<file path="src/rtl/wr_sync_supervisor.sv">
// wr_sync_supervisor: brings up a WR master/slave pair, measures slave-minus-master
// PPS skew in clk_sys_i cycles and declares lock/unlock with hysteresis.
module wr_sync_supervisor #(
    parameter int g_link_timeout = 125_000_000,
    parameter int g_pps_timeout  = 250_000_000,
    parameter int g_offset_width = 16,
    parameter int g_lock_thresh  = 2,
    parameter int g_lock_count   = 3,
    parameter int g_unlock_count = 2
) (
    input  logic                             clk_sys_i,
    input  logic                             rst_i,
    input  logic                             enable_i,
    input  logic                             link_up_m_i,
    input  logic                             link_up_s_i,
    input  logic                             pps_m_i,
    input  logic                             pps_s_i,
    output logic [2:0]                       state_o,
    output logic                             locked_o,
    output logic signed [g_offset_width-1:0] offset_o,
    output logic                             offset_valid_o,
    output logic                             miss_o,
    output logic                             fault_o,
    output logic [1:0]                       fault_code_o,
    output logic                             slave_rst_o
);
    localparam int W  = g_offset_width;
    localparam int CW = g_offset_width - 1;
    localparam logic [CW-1:0] MAX_C   = CW'(2**(W-1) - 1);
    localparam logic [W-1:0]  THRESH  = W'(g_lock_thresh);
    localparam logic [31:0]   LINK_TO = 32'(g_link_timeout - 1);
    localparam logic [31:0]   PPS_TO  = 32'(g_pps_timeout - 1);
    localparam logic [15:0]   LOCK_N  = 16'(g_lock_count);
    localparam logic [15:0]   ULOCK_N = 16'(g_unlock_count);

    typedef enum logic [2:0] {
        IDLE = 3'd0, WAIT_LINK = 3'd1, WAIT_PPS = 3'd2,
        TRACK = 3'd3, LOCKED = 3'd4, FAULT = 3'd5
    } state_t;

    state_t        state;
    logic          pps_m_d, pps_s_d;
    logic          e_m, e_s, active;
    logic          armed, first_m;
    logic [CW-1:0] cnt, n;
    logic [W-1:0]  mag, abs_off;
    logic          good;
    logic [31:0]   timer, timer_inc;
    logic [15:0]   good_cnt, bad_cnt, good_inc, bad_inc;

    assign state_o   = state;
    assign e_m       = pps_m_i & ~pps_m_d;
    assign e_s       = pps_s_i & ~pps_s_d;
    assign active    = (state == WAIT_PPS) || (state == TRACK) || (state == LOCKED);
    assign n         = cnt + 1'b1;
    assign mag       = {1'b0, n};
    assign abs_off   = offset_o[W-1] ? W'(-offset_o) : W'(offset_o);
    assign good      = !miss_o && (abs_off <= THRESH);
    assign timer_inc = (timer == 32'hFFFF_FFFF) ? timer : timer + 32'd1;
    assign good_inc  = (good_cnt == 16'hFFFF) ? good_cnt : good_cnt + 16'd1;
    assign bad_inc   = (bad_cnt == 16'hFFFF) ? bad_cnt : bad_cnt + 16'd1;

    // Skew meter: pair master/slave PPS edges and emit one registered sample per pair.
    always_ff @(posedge clk_sys_i) begin
        if (rst_i) begin
            pps_m_d        <= 1'b0;
            pps_s_d        <= 1'b0;
            armed          <= 1'b0;
            first_m        <= 1'b0;
            cnt            <= '0;
            offset_o       <= '0;
            offset_valid_o <= 1'b0;
            miss_o         <= 1'b0;
        end else begin
            pps_m_d        <= pps_m_i;
            pps_s_d        <= pps_s_i;
            offset_valid_o <= 1'b0;
            miss_o         <= 1'b0;
            if (!active) begin
                armed    <= 1'b0;
                cnt      <= '0;
                offset_o <= '0;
            end else if (!armed) begin
                if (e_m && e_s) begin
                    offset_o       <= '0;
                    offset_valid_o <= 1'b1;
                end else if (e_m || e_s) begin
                    armed   <= 1'b1;
                    first_m <= e_m;
                    cnt     <= '0;
                end
            end else if (first_m ? e_s : e_m) begin
                // partner edge closes the window; a simultaneous same-side edge is dropped
                offset_o       <= first_m ? mag : W'(-mag);
                offset_valid_o <= 1'b1;
                armed          <= 1'b0;
                cnt            <= '0;
            end else if (first_m ? e_m : e_s) begin
                cnt <= '0;
            end else if (n == MAX_C) begin
                offset_o       <= first_m ? mag : W'(-mag);
                offset_valid_o <= 1'b1;
                miss_o         <= 1'b1;
                armed          <= 1'b0;
                cnt            <= '0;
            end else begin
                cnt <= n;
            end
        end
    end

    // Supervisor FSM; locked_o/fault_o follow the next state so they align with state_o.
    always_ff @(posedge clk_sys_i) begin
        state_t nxt;
        if (rst_i) begin
            state        <= IDLE;
            timer        <= '0;
            good_cnt     <= '0;
            bad_cnt      <= '0;
            locked_o     <= 1'b0;
            fault_o      <= 1'b0;
            fault_code_o <= 2'd0;
            slave_rst_o  <= 1'b0;
        end else begin
            nxt = state;
            slave_rst_o <= 1'b0;
            if (!enable_i) begin
                nxt = IDLE;
                timer        <= '0;
                fault_code_o <= 2'd0;
            end else begin
                case (state)
                    IDLE: begin
                        nxt = WAIT_LINK;
                        timer <= '0;
                    end
                    WAIT_LINK: begin
                        if (link_up_m_i && link_up_s_i) begin
                            nxt = WAIT_PPS;
                            timer <= '0;
                        end else if (timer >= LINK_TO) begin
                            nxt = FAULT;
                            fault_code_o <= 2'd1;
                            slave_rst_o  <= 1'b1;
                        end else begin
                            timer <= timer_inc;
                        end
                    end
                    WAIT_PPS, TRACK, LOCKED: begin
                        if (!link_up_m_i || !link_up_s_i) begin
                            nxt = FAULT;
                            fault_code_o <= 2'd2;
                            slave_rst_o  <= 1'b1;
                        end else if (!e_m && timer >= PPS_TO) begin
                            nxt = FAULT;
                            fault_code_o <= 2'd3;
                            slave_rst_o  <= 1'b1;
                        end else begin
                            timer <= e_m ? 32'd0 : timer_inc;
                            if (offset_valid_o) begin
                                if (state == WAIT_PPS) begin
                                    nxt = TRACK;
                                    good_cnt <= good ? 16'd1 : 16'd0;
                                    bad_cnt  <= '0;
                                end else if (state == TRACK) begin
                                    if (good) begin
                                        good_cnt <= good_inc;
                                        if (good_inc >= LOCK_N) begin
                                            nxt = LOCKED;
                                            bad_cnt <= '0;
                                        end
                                    end else begin
                                        good_cnt <= '0;
                                    end
                                end else begin
                                    if (!good) begin
                                        bad_cnt <= bad_inc;
                                        if (bad_inc >= ULOCK_N) begin
                                            nxt = TRACK;
                                            good_cnt <= '0;
                                        end
                                    end else begin
                                        bad_cnt <= '0;
                                    end
                                end
                            end
                        end
                    end
                    default: ;
                endcase
            end
            state    <= nxt;
            locked_o <= (nxt == LOCKED);
            fault_o  <= (nxt == FAULT);
        end
    end
endmodule
</file>
<file path="config.mk">
export PLATFORM = sky130hd
export DESIGN_NAME = wr_sync_supervisor
export DESIGN_NICKNAME = d
export VERILOG_FILES = /design/src/rtl/wr_sync_supervisor.sv
export SDC_FILE = /design/constraint.sdc
export NUM_CORES = 1
export LEC_CHECK = 0
export CORE_MARGIN = 2
export CORE_UTILIZATION = 50
export CTS_CLUSTER_DIAMETER = 150
export DETAILED_ROUTE_END_ITERATION = 8
export PLACE_DENSITY = 0.77
export SYNTH_ARGS = -nofsm -noshare
export SYNTH_HDL_FRONTEND = slang
export SYNTH_SLANG_ARGS = --single-unit
</file>
<file path="constraint.sdc">
create_clock -name clk_sys_i -period 3.1 [get_ports clk_sys_i]
set_clock_uncertainty 0.1 [all_clocks]
set_input_delay 0.93 -clock clk_sys_i [delete_from_list [all_inputs] [get_ports clk_sys_i]]
set_output_delay 0.93 -clock clk_sys_i [all_outputs]
set_load 0.02 [all_outputs]
</file>
==> flow_metrics.py <==
metrics = {
    "outcome": {
        "status": "finished, violations left",
        "violations": "setup timing",
    },
    "timing": {
        "finalWorstSetupSlack_ns": -0.004995,
        "rsz0062_at_grt": "true",
        "max_freq_mhz": 322.1,
        "finalSetupViolCount": 1,
        "slew-limit-headroom_pct": 61.64,
        "setup_tns_ns": -0.004995,
        "hold_viol": 0,
        "slew_violations": 0,
        "finalCritPeriodShare_pct": 100.2,
        "tightest_slew_ns": 0.5747,
        "min_period_ns": 3.105,
    },
    "grt": {
        "grt_max_degree": 20,
        "grt_pass1_vias": 7195,
        "overflow": 0,
        "antenna_found_initial": 0,
        "grt_pass1_wl_um": 34410,
        "grt_use_total_pct": 25.86,
    },
    "synth": {
        "synth_cell_types": 87,
        "ys_seq_area_share_pct": 29.63,
        "syn_area_per_cell_um2": 7.483,
        "synth_edf_count": 0,
        "async_flop_share_pct": 0,
        "yosysWarnings": 0,
        "synthFlopType": "dfxtp_1",
        "synthCells": 984,
        "synth_area_um2": 7363,
        "synth-seq-cells": 109,
        "synthesis.nets": 999,
    },
    "layout": {
        "area_growth_pct": 30.59,
        "fin_nets": 1148,
        "stdcell_area_um2": 9615,
        "fill_cells": 1183,
        "register_area_um2": 2200,
        "multi_input_area_um2": 5162,
        "drive_gt1_share_pct": 25.13,
        "fin_cells": 1322,
        "antenna_cells": 0,
    },
    "detailed_routing": {
        "vias_per_cell": 6.132,
        "drtPass1Iterations": 5,
        "wl_per_cell_um": 16.16,
        "drt-total-wl_um": 21370,
        "vias": 8107,
        "ant_nets": 0,
        "drt_first_iter_violations": 685,
        "drc": 0,
    },
    "cts": {
        "clk_latency_ns": 0.37,
        "ctsRootBufferMaster": "clkbuf_16",
        "htreeDepth": 3,
        "cts_buffer_depth": 2,
        "clock_sinks": 109,
        "ctsHoldBuffers": 0,
        "clk_pin_slew_ns": 0.08,
        "cts_made_buffers": 9,
        "cts_tree": "built",
    },
    "floorplan": {
        "io_pins": 33,
        "row_count": 44,
        "design.core.area_um2": 14480,
        "die_h_um": 125.4,
        "dieArea_um2": 15710,
        "start_util_pct": 50.86,
        "chipWidth_um": 125.4,
    },
    "setup_path": {
        "slowest_stage": "or4_4",
        "crit_path_end_kind": "register",
        "crit_start": "timer[28]",
        "crit_fanout": 7,
        "start_kind": "register",
        "cp.arrival_ns": 3.27,
        "r2r_start": "timer[28]",
        "critPathMaxStageDelay_ns": 0.53,
        "path_cells": "or4_4, or2_4, a221o_1, o221a_4, o31a_4, a2bb2oi_4, nor3_4, buf_6, buf_4, xnor2_2, nor2_1",
        "critPathKind": "register to register",
        "cp.required_ns": 3.27,
    },
    "placement": {
        "pre_cts_ws_ns": -0.1583,
        "dpl.hpwl_um": 15300,
        "portBuffers": 32,
        "dp_cells": 1289,
        "placed_cell_area_um2": 8848,
        "place_congestion": 0.9292,
    },
    "power": {
        "ir_worst_vdd_v": 0.0002865,
        "power.density_nw_per_um2": 278.4,
        "power.leakage_nw": 3.501,
    },
    "job": {
        "drv_cap": 0,
    },
    "worst_hold_path": {
        "worstHoldStart": "timer[1]",
        "hold_path_class": "register to register",
    },
}
power by group:
part / total, mW / leakage (nW) / switching, mW / internal [mW]
clock network: 1.14 / 0.143 / 0.579 / 0.559
logic: 0.136 / 2.47 / 0.0793 / 0.0568
registers: 1.40 / 0.885 / 0.00200 / 1.40
total: 2.68 / 3.50 / 0.661 / 2.02
synth_stat cells, types with 6 or more instances:
| cell type | instances | area share [%] |
|---|---|---|
| a211oi_1 | 11 | 1.1 |
| a21oi_1 | 73 | 5.0 |
| a21o_1 | 7 | 0.71 |
| inv_1 | 21 | 1.1 |
| or3_1 | 15 | 1.3 |
| and2_1 | 11 | 0.93 |
| a22o_1 | 8 | 0.95 |
| xnor2_1 | 32 | 3.8 |
| or4_1 | 8 | 0.82 |
| clkbuf_1 | 51 | 2.6 |
| o41ai_1 | 7 | 0.83 |
| nand2b_1 | 11 | 0.93 |
| nand4_1 | 31 | 2.6 |
| dfxtp_1 | 109 | 30 |
| o21ai_0 | 38 | 2.6 |
| nor2_1 | 104 | 5.3 |
| o31ai_1 | 11 | 1.1 |
| and3_1 | 22 | 1.9 |
| nand3_1 | 53 | 3.6 |
| buf_2 | 9 | 0.61 |
| o211ai_1 | 11 | 1.1 |
| and4_1 | 11 | 1.3 |
| nor3_1 | 41 | 2.8 |
| ha_1 | 8 | 1.4 |
| a31oi_1 | 15 | 1.3 |
| nor2b_1 | 14 | 1.2 |
| a311oi_1 | 7 | 0.83 |
| xor2_1 | 15 | 1.8 |
| a41oi_1 | 7 | 0.83 |
| nand2_1 | 99 | 5.0 |
| nor4_1 | 12 | 1.0 |
| nor3b_1 | 6 | 0.61 |
metrics by stage:
step	hold WS [ns]	util, %	power [mW]
final	0.3925	66.41	2.677
after global routing	0.4152	66.41	2.758
after CTS	0.3959	63.47	2.691
after detailed placement	0.3844	61.11	1.564
after global placement	0.3761	61.11	1.561
after floorplan	0.3476	-	1.504
critical path, delay by kind of cell (launching register included):
| family | cells | cell delay, ns |
|---|---|---|
| XOR/XNOR | 1 | 0.10 |
| AND/OR/NAND/NOR | 4 | 1.12 |
| AO/OA/AOI/OAI | 4 | 1.12 |
| flip-flops | 1 | 0.32 |
| buffers and inverters | 2 | 0.25 |
cell families (layout without fill, tap and decap cells):
| group | count (synthesis) | in the layout | share of synthesized area (%) |
|---|---|---|---|
| and+or+nand+nor | 472 | 472 | 34.00 |
| AOI/OAI and AO/OA | 251 | 251 | 23.48 |
| DFF | 109 | 109 | 29.63 |
| buffers and inverters | 90 | 244 | 4.945 |
| xor gates and xnor gates | 47 | 47 | 5.591 |
| adders and majority gates | 8 | 8 | 1.359 |
| muxes | 7 | 7 | 0.9856 |
routing by layer:
layer / GRT usage (%) / vias up / wire [um]
met5: 0 / - / 0
met4: 8.824 / 0 / 397
met3: 3.851 / 43 / 1165
met2: 41.98 / 285 / 10210
met1: 35.34 / 3826 / 9598
li1: - / 3953 / -
path summary, 6_finish.rpt:
| path | to | slack (ns) | cells after the start |
|---|---|---|---|
| max | timer[0] | -0.005 | 11 |
| max reg2reg | timer[0] | -0.005 | 11 |
| min reg2reg | timer[1] | 0.39 | 2 |
| min | timer[1] | 0.39 | 2 |
what timing repair did:
item                                    CTS  global route
pin swaps                                 7            27
setup buffers                             4            13
endpoints found under the setup margin   27            82
resized for setup                         6            81
gates cloned                              0             0
state kept, by name (all words and copies together) (netlist names), 2 cells and up:
signal	count
cnt	15
state_o	3
offset_o	16
bad_cnt	16
fault_code_o	2
timer	32
good_cnt	16
layout by cell type (no fill, tap or decap), types with 10 or more instances in the layout:
cell             synthesis  final
nand3_1                 53     51
a31oi_1                 15     15
inv_1                   21     21
nand2_1                 99     98
o211ai_1                11     11
and3_1                  22     20
and2_1                  11     10
dfxtp_1                109     97
nand4_1                 31     31
o21ai_0                 38     33
buf_4                    1    169
a21oi_1                 73     71
nand2b_1                11     10
xor2_1                  15     15
nor3_1                  41     33
nor2_1                 104     99
dfxtp_2                  0     11
clkdlybuf4s50_1          0     32
or3_1                   15     14
nor2b_1                 14     14
xnor2_1                 32     30
a211oi_1                11     10
cell type report:
type / instances / share of cell area (%)
Tap cell: 184 / 2.394
Clock inverter: 7 / 0.6376
Timing Repair Buffer: 206 / 17.20
Inverter: 22 / 0.8588
Multi-Input combinational cell: 785 / 53.69
Clock buffer: 9 / 2.342
Sequential cell: 109 / 22.88
(Power assumes the default switching activity.)
